`config.mk`:
```
export PLATFORM = sky130hd
export DESIGN_NAME = srl_updown_cnt
export DESIGN_NICKNAME = d
export VERILOG_FILES = /design/src/rtl/srl_updown_cnt.sv
export SDC_FILE = /design/constraint.sdc
export NUM_CORES = 1
export LEC_CHECK = 0
export ABC_AREA = 1
export BUFFER_PORTS_ARGS = -buffer_cell sky130_fd_sc_hd__buf_2
export CAP_MARGIN = 20
export CORE_UTILIZATION = 25
export CTS_BUF_LIST = sky130_fd_sc_hd__clkbuf_4 sky130_fd_sc_hd__clkbuf_8
export CTS_CLUSTER_DIAMETER = 30
export CTS_CLUSTER_SIZE = 25
export DETAILED_ROUTE_END_ITERATION = 10
export HOLD_SLACK_MARGIN = 0.02
export SYNTH_ARGS = -nofsm -noshare
export SYNTH_HDL_FRONTEND = slang
export SYNTH_SLANG_ARGS = --single-unit
```
`constraint.sdc`:
```
create_clock -name CLK -period 0.83 [get_ports CLK]
set_clock_uncertainty 0.05 [all_clocks]
set_input_delay 0.1245 -clock CLK [delete_from_list [all_inputs] [get_ports CLK]]
set_output_delay 0.1245 -clock CLK [all_outputs]
set_load 0.01 [all_outputs]
```
`src/rtl/srl_updown_cnt.sv`:
```
// rtl/srl_updown_cnt.sv - clock-enabled SRL delay line plus loadable up/down counter.
// Optional triplicated counter with majority vote on output and feedback.
module srl_updown_cnt #(
    parameter int DEPTH = 16,
    parameter int WIDTH = 2,
    parameter int TMR   = 0
) (
    input  logic             CLK,
    input  logic             RST,
    input  logic             SRL_CE,
    input  logic             SRL_I,
    output logic             SRL_O,
    input  logic             CNT_CE,
    input  logic             CNT_L,
    input  logic             CNT_UP,
    input  logic [WIDTH-1:0] CNT_D,
    output logic [WIDTH-1:0] CNT_Q
);

    // Delay line: no reset so it maps onto SRL primitives; power-up contents are zero.
    logic [DEPTH-1:0] srl_q = '0;
    logic [DEPTH-1:0] srl_d;
    logic [DEPTH:0]   srl_shifted;

    always_comb begin
        srl_shifted = {srl_q, SRL_I};
        srl_d       = srl_q;
        if (SRL_CE) begin
            srl_d = srl_shifted[DEPTH-1:0];
        end
    end

    always_ff @(posedge CLK) begin
        srl_q <= srl_d;
    end

    assign SRL_O = srl_q[DEPTH-1];

    logic [WIDTH-1:0] cnt_vote;
    logic [WIDTH-1:0] cnt_d;

    always_comb begin
        cnt_d = cnt_vote;
        if (CNT_L) begin
            cnt_d = CNT_D;
        end else if (CNT_CE) begin
            if (CNT_UP) begin
                cnt_d = cnt_vote + WIDTH'(1);
            end else begin
                cnt_d = cnt_vote - WIDTH'(1);
            end
        end
    end

    generate
        if (TMR != 0) begin : g_tmr
            // Each copy reloads from the voted value so a single upset is scrubbed next edge.
            (* keep = "true", dont_touch = "true" *) logic [WIDTH-1:0] cnt_a_q;
            (* keep = "true", dont_touch = "true" *) logic [WIDTH-1:0] cnt_b_q;
            (* keep = "true", dont_touch = "true" *) logic [WIDTH-1:0] cnt_c_q;

            always_ff @(posedge CLK or posedge RST) begin
                if (RST) begin
                    cnt_a_q <= '0;
                end else begin
                    cnt_a_q <= cnt_d;
                end
            end

            always_ff @(posedge CLK or posedge RST) begin
                if (RST) begin
                    cnt_b_q <= '0;
                end else begin
                    cnt_b_q <= cnt_d;
                end
            end

            always_ff @(posedge CLK or posedge RST) begin
                if (RST) begin
                    cnt_c_q <= '0;
                end else begin
                    cnt_c_q <= cnt_d;
                end
            end

            assign cnt_vote = (cnt_a_q & cnt_b_q) | (cnt_a_q & cnt_c_q) | (cnt_b_q & cnt_c_q);
        end else begin : g_single
            logic [WIDTH-1:0] cnt_q;

            always_ff @(posedge CLK or posedge RST) begin
                if (RST) begin
                    cnt_q <= '0;
                end else begin
                    cnt_q <= cnt_d;
                end
            end

            assign cnt_vote = cnt_q;
        end
    endgenerate

    assign CNT_Q = cnt_vote;

endmodule

```
==> results of run 1 <==
==> worst paths after layout <==
| check | startpoint | endpoint | depth (start not counted) |
|---|---|---|---|
| worst max-delay path | CNT_Q[0]$_DFFE_PP0P_ | CNT_Q[0] | 2 |
| worst min-delay path | CNT_D[1] | CNT_Q[1]$_DFFE_PP0P_ | 3 |
| worst max register to register | CNT_Q[0]$_DFFE_PP0P_ | CNT_Q[1]$_DFFE_PP0P_ | 7 |
| worst min register to register | srl_q[11]$_DFFE_PP_ | srl_q[12]$_DFFE_PP_ | 0 |
| max in group asynchronous | RST | CNT_Q[1]$_DFFE_PP0P_ | 3 |
| min in group asynchronous | RST | CNT_Q[0]$_DFFE_PP0P_ | 3 |
==> cells by family after synthesis <==
kind of cell / count (synthesis) / synth area share
simple gates: 13 / 0.08624
compound gates: 1 / 0.01232
buf+inv: 5 / 0.03080
flops: 18 / 0.8706
==> layout make-up <==
type / count / area share
sequential: 18 / 0.6376
timing repair buffer: 19 / 0.1895
clock buffer: 4 / 0.03609
inverter: 5 / 0.02256
tap: 28 / 0.04211
multi-input combinational: 14 / 0.07218
==> timing repair <==
| action | in CTS | in global routing |
|---|---|---|
| cloned | 0 | 0 |
| hold buffers | 3 | 0 |
| endpoints found under the hold margin | 4 | 0 |
| pin swaps | 1 | 1 |
| endpoints found under the setup margin | 4 | 5 |
| setup buffers | 2 | 0 |
| resized for setup | 3 | 0 |
==> sequential cells by signal (all words and copies together), names as in the netlist <==
register,cells
srl_q,16
CNT_Q,2
==> routing by layer <==
metal,up-vias,wire [um]
met5,-,0
met3,0,64
li1,174,-
met4,0,0
met2,14,404
met1,168,443
==> per-stage QoR <==
stage | total power (uW) | util | worst slack, ps
floorplan | 1131 | - | -74.80
global placement | 1217 | 0.3313 | -58.50
detailed placement | 1221 | 0.3313 | -83.66
CTS | 1740 | 0.3690 | -269.0
global route | 1798 | 0.3690 | -301.5
finish | 1718 | 0.3690 | -262.6
==> power by group through the flow <==
stage                     Sequential [uW]  Clock, uW  Combinational [uW]
after floorplan                      1090          0                37.3
after detailed placement             1090          0                 130
final                                1070        476                 170
after global placement               1090          0                 126
after CTS                            1070        497                 171
after global routing                 1080        530                 189
==> layout by cell type, fill, tap and decap left out <==
cell           instances
edfxtp_1              16
buf_2                 10
nand2_1                8
inv_1                  4
clkbuf_4               4
nand3_1                3
dlygate4sd3_1          3
dfrtp_1                2
nor2_1                 2
buf_6                  2
buf_12                 2
buf_4                  2
inv_2                  1
a22oi_1                1
==> worst max-delay path, stage by stage, from the launching register on <==
cell,delay [ps]
dfrtp_1,400
buf_6,120
buf_6,110
==> impl_metrics.toml, run 1 <==
[detailed_routing]
drtAntennaViolNets = 0
routed_via_density = 4.045
finalWirelength_um = 912
via_count = 356
drt_iter0_markers = 1
wire_per_inst_um = 10.36
route.detailed.drc = 0
drt_pass1_iterations = 2

[synthesis]
synth-seq-cells = 18
ys.flop_type = "edfxtp_1"
synth_commonest_cells = "edfxtp_1 (16), nand2_1 (8), inv_1 (5)"
synthesis.area_um2 = 609.3
synth_top_area_share = 0.7885
ys_types = 7
synthArstFlopShare = 0.1111
synth.most_common_cell = "edfxtp_1"
yosysTopAreaCell = "edfxtp_1"
netlist_top_cells_area = "edfxtp_1 (79%), dfrtp_1 (8.2%), nand2_1 (4.9%), inv_1 (3.1%), nand3_1 (2.5%)"
synth-edff-count = 16
synth_cells = 37
avgSynthCellArea_um2 = 16.47
syn-num-nets = 46
ys_warn_count = 0
yosysSeqAreaShare = 0.8706

[place]
gp_congestion = 0.6487
dp_cells = 79
port_buffers = 11
hpwl_um = 540.9
dpl_cell_area_um2 = 747.0

[worst_setup_path]
path_max_fanout = 2
crit_path_end_kind = "primary output"
required_ps = 660
r2r_setup_slack_ps = -200
cp-start-kind = "flip-flop"
arrival_ps = 920
critPathKind = "reg -> out"

[grt]
grt_use_met3 = 0.06250
antenna_found_initial = 0
grt_pass1_vias = 360
grt_overflow = 0
met2_usage = 0.1147
grt_start_max_net_pins = 11
grt_util_all_layers = 0.08548
grt_first_pass_wirelength_um = 1524
grt_util_met1 = 0.1115
gr-max-usage-layer = "met2"

[status]
violations = "negative setup slack"
status = "finished with violations"

[layout]
diodes = 0
drive_gt1_frac = 0.3500
area_growth_pct = 36.55
finalInstanceArea_um2 = 832.0
layout.cells.non_filler = 88
regArea_um2 = 530.5
fill_cells = 232
multiInputGateArea_um2 = 60.06
nNetsFinal = 70

[clock_network]
clk_latency_ps = 290
cts.sinks = 18
root_buffer = "clkbuf_4"
cts_max_path_buffers = 2
cts_made_buffers = 3
cts_max_level = 1
path_clk_slew_ps = 90
cts_tree = "yes"

[timing]
setup_violations = 4
period_needed_ps = 1093
slew_violations = 0
slew_headroom = 0.8940
rsz0062_at_grt = "yes"
fin_setup_tns_ps = -789.5
min_period_over_period = 1.316
fmax_mhz = 915.3
worst_pin_slew_ps = 159.0
hold_violations = 0
setup_ws_ps = -262.6
hold_ws_ps = 34.64

[floorplan]
row_count = 17
core-area_um2 = 2255
ios = 12
die_w_um = 51.37
dieArea_um2 = 2639
start_util = 0.2703
die_h_um = 51.37

[pwr]
p_comb_frac = 0.099
power_density_nw_per_um2 = 2065
p_int_uw = 1365
power_frac_clock = 0.277
peakVddDrop_uv = 977.4
seq_power_share = 0.624
netSwitchingPower_uw = 353.0
sw_frac_of_total = 0.2055
p_leak_uw = 0.0003493

[flow_run]
maxCapViolations = 0

[hold_path]
hp-class = "in -> reg"
No activity file was read; power rests on OpenSTA's default activity.
==> run 2, diff against run 1 <==
==> constraint.sdc (replaced) <==
create_clock -name CLK -period 1.2 [get_ports CLK]
set_clock_uncertainty 0.05 [all_clocks]
set_input_delay 0.18 -clock CLK [delete_from_list [all_inputs] [get_ports CLK]]
set_output_delay 0.18 -clock CLK [all_outputs]
set_load 0.01 [all_outputs]
==> impl_metrics.toml, run 2 (synthesized netlist as in run 1, its figures left out) <==
[hold_path]
hold_start = "CNT_D[0]"
hp-class = "in -> reg"
min_path_cells = 3
min_to = "CNT_Q[0]$_DFFE_PP0P_"

[detailed_routing]
route.detailed.drc = 0
finalWirelength_um = 840
drt_pass1_iterations = 2
wire_per_inst_um = 10.24
routed_via_density = 3.902
drt_iter0_markers = 2
drtAntennaViolNets = 0
via_count = 320

[pwr]
peakVddDrop_uv = 1025
power_density_nw_per_um2 = 1491
p_leak_uw = 0.0003064

[floorplan]
start_util = 0.2703
core-area_um2 = 2255
ios = 12
die_h_um = 51.37
row_count = 17
die_w_um = 51.37
dieArea_um2 = 2639

[worst_setup_path]
crit_path_end_kind = "primary output"
required_ps = 970
crit_buf_inv = 1
rr_startpoint = "CNT_Q[0]$_DFFE_PP0P_"
r2r_setup_slack_ps = 270
cp-start-kind = "flip-flop"
critPathKind = "reg -> out"
rr_endpoint = "CNT_Q[1]$_DFFE_PP0P_"
critPathSlowestCell = "dfrtp_1"
cp_cell_sequence = "buf_2"
path_max_fanout = 4
arrival_ps = 870
r2r_cells = 6
cpPeakStageDelay_ps = 430
cpLargestDelayFamily = "flip-flops"

[layout]
final_cell_mix = "edfxtp_1 (16), buf_2 (11), nand2_1 (8)"
multiInputGateArea_um2 = 60.06
nNetsFinal = 64
finalInstanceArea_um2 = 745.7
largest_reg_flops = 16
diodes = 0
final_common_cell = "edfxtp_1"
regMostFlops = "srl_q"
fill_cells = 239
regArea_um2 = 530.5
area_growth_pct = 22.38
drive_gt1_frac = 0.2593

[flow_run]
maxCapViolations = 0

[clock_network]
path_clk_slew_ps = 100
hold_buffers = 2
cts.sinks = 18
cts_made_buffers = 3
cts_tree = "yes"
cts_max_path_buffers = 2
post_cts_buffers = 0
root_buffer = "clkbuf_4"
clk_latency_ps = 290
cts_resized = 0
cts_max_level = 1

[grt]
grt_start_max_net_pins = 17
grt_pass1_vias = 319
grt_util_all_layers = 0.07862
grt_overflow = 0
grt_first_pass_wirelength_um = 1400
antenna_found_initial = 0

[timing]
period_needed_ps = 1095
slew_violations = 0
worst_pin_slew_ps = 348.6
slew_headroom = 0.7676
hold_violations = 0
setup_violations = 0
fmax_mhz = 913.0
fin_setup_tns_ps = 0
rsz0062_at_grt = "no"
min_period_over_period = 0.9128

[place]
port_buffers = 11
gp_congestion = 0.6480
dpl_cell_area_um2 = 699.4
hpwl_um = 515.9

[status]
status = "complete, no violations"
==> run 2: power breakdown <==
group	switching, uW	internal (uW)
logic	40.4	31.5
clock network	176	121
registers	16.9	726
==> run 2: worst max path at each step <==
stage                               from                    to  slack, ps  cells past startpoint
global route        CNT_Q[1]$_DFFE_PP0P_              CNT_Q[1]         50                      1
global placement    CNT_Q[0]$_DFFE_PP0P_  CNT_Q[1]$_DFFE_PP0P_        300                      6
CTS                 CNT_Q[0]$_DFFE_PP0P_              CNT_Q[0]         90                      1
finish              CNT_Q[1]$_DFFE_PP0P_              CNT_Q[1]        100                      1
floorplan           CNT_Q[0]$_DFFE_PP0P_  CNT_Q[1]$_DFFE_PP0P_        290                      6
detailed placement  CNT_Q[0]$_DFFE_PP0P_  CNT_Q[1]$_DFFE_PP0P_        270                      6
==> run 2: per-layer routing <==
metal  vias up  GRT usage  wire length (um)
li1        161          -                 -
met2        13     0.1017               356
met3         0    0.05357                61
met1       146     0.1023               422
met4         0    0.02703                 0
met5         -          0                 0
==> run 2: metrics by stage <==
step	hold slack [ps]	instances	utilization	setup WS, ps	total power [uW]
5_1_grt	71.31	82	0.3307	52.15	1162
3_5_place_dp	-14.05	76	0.3102	271.0	824.3
3_3_place_gp	-17.35	76	0.3102	303.0	819.8
4_1_cts	56.77	82	0.3307	94.06	1128
2_1_floorplan	-128.8	37	-	287.7	782.2
6_report	62.83	82	0.3307	104.7	1112
==> run 2: area by class of cell <==
| class | count | area share |
|---|---|---|
| Clock buffer | 3 | 0.03020 |
| Clock inverter | 1 | 0.005034 |
| Inverter | 5 | 0.02517 |
| Multi-Input combinational cell | 14 | 0.08054 |
| Sequential cell | 18 | 0.7114 |
| Tap cell | 28 | 0.04698 |
| Timing Repair Buffer | 13 | 0.1007 |
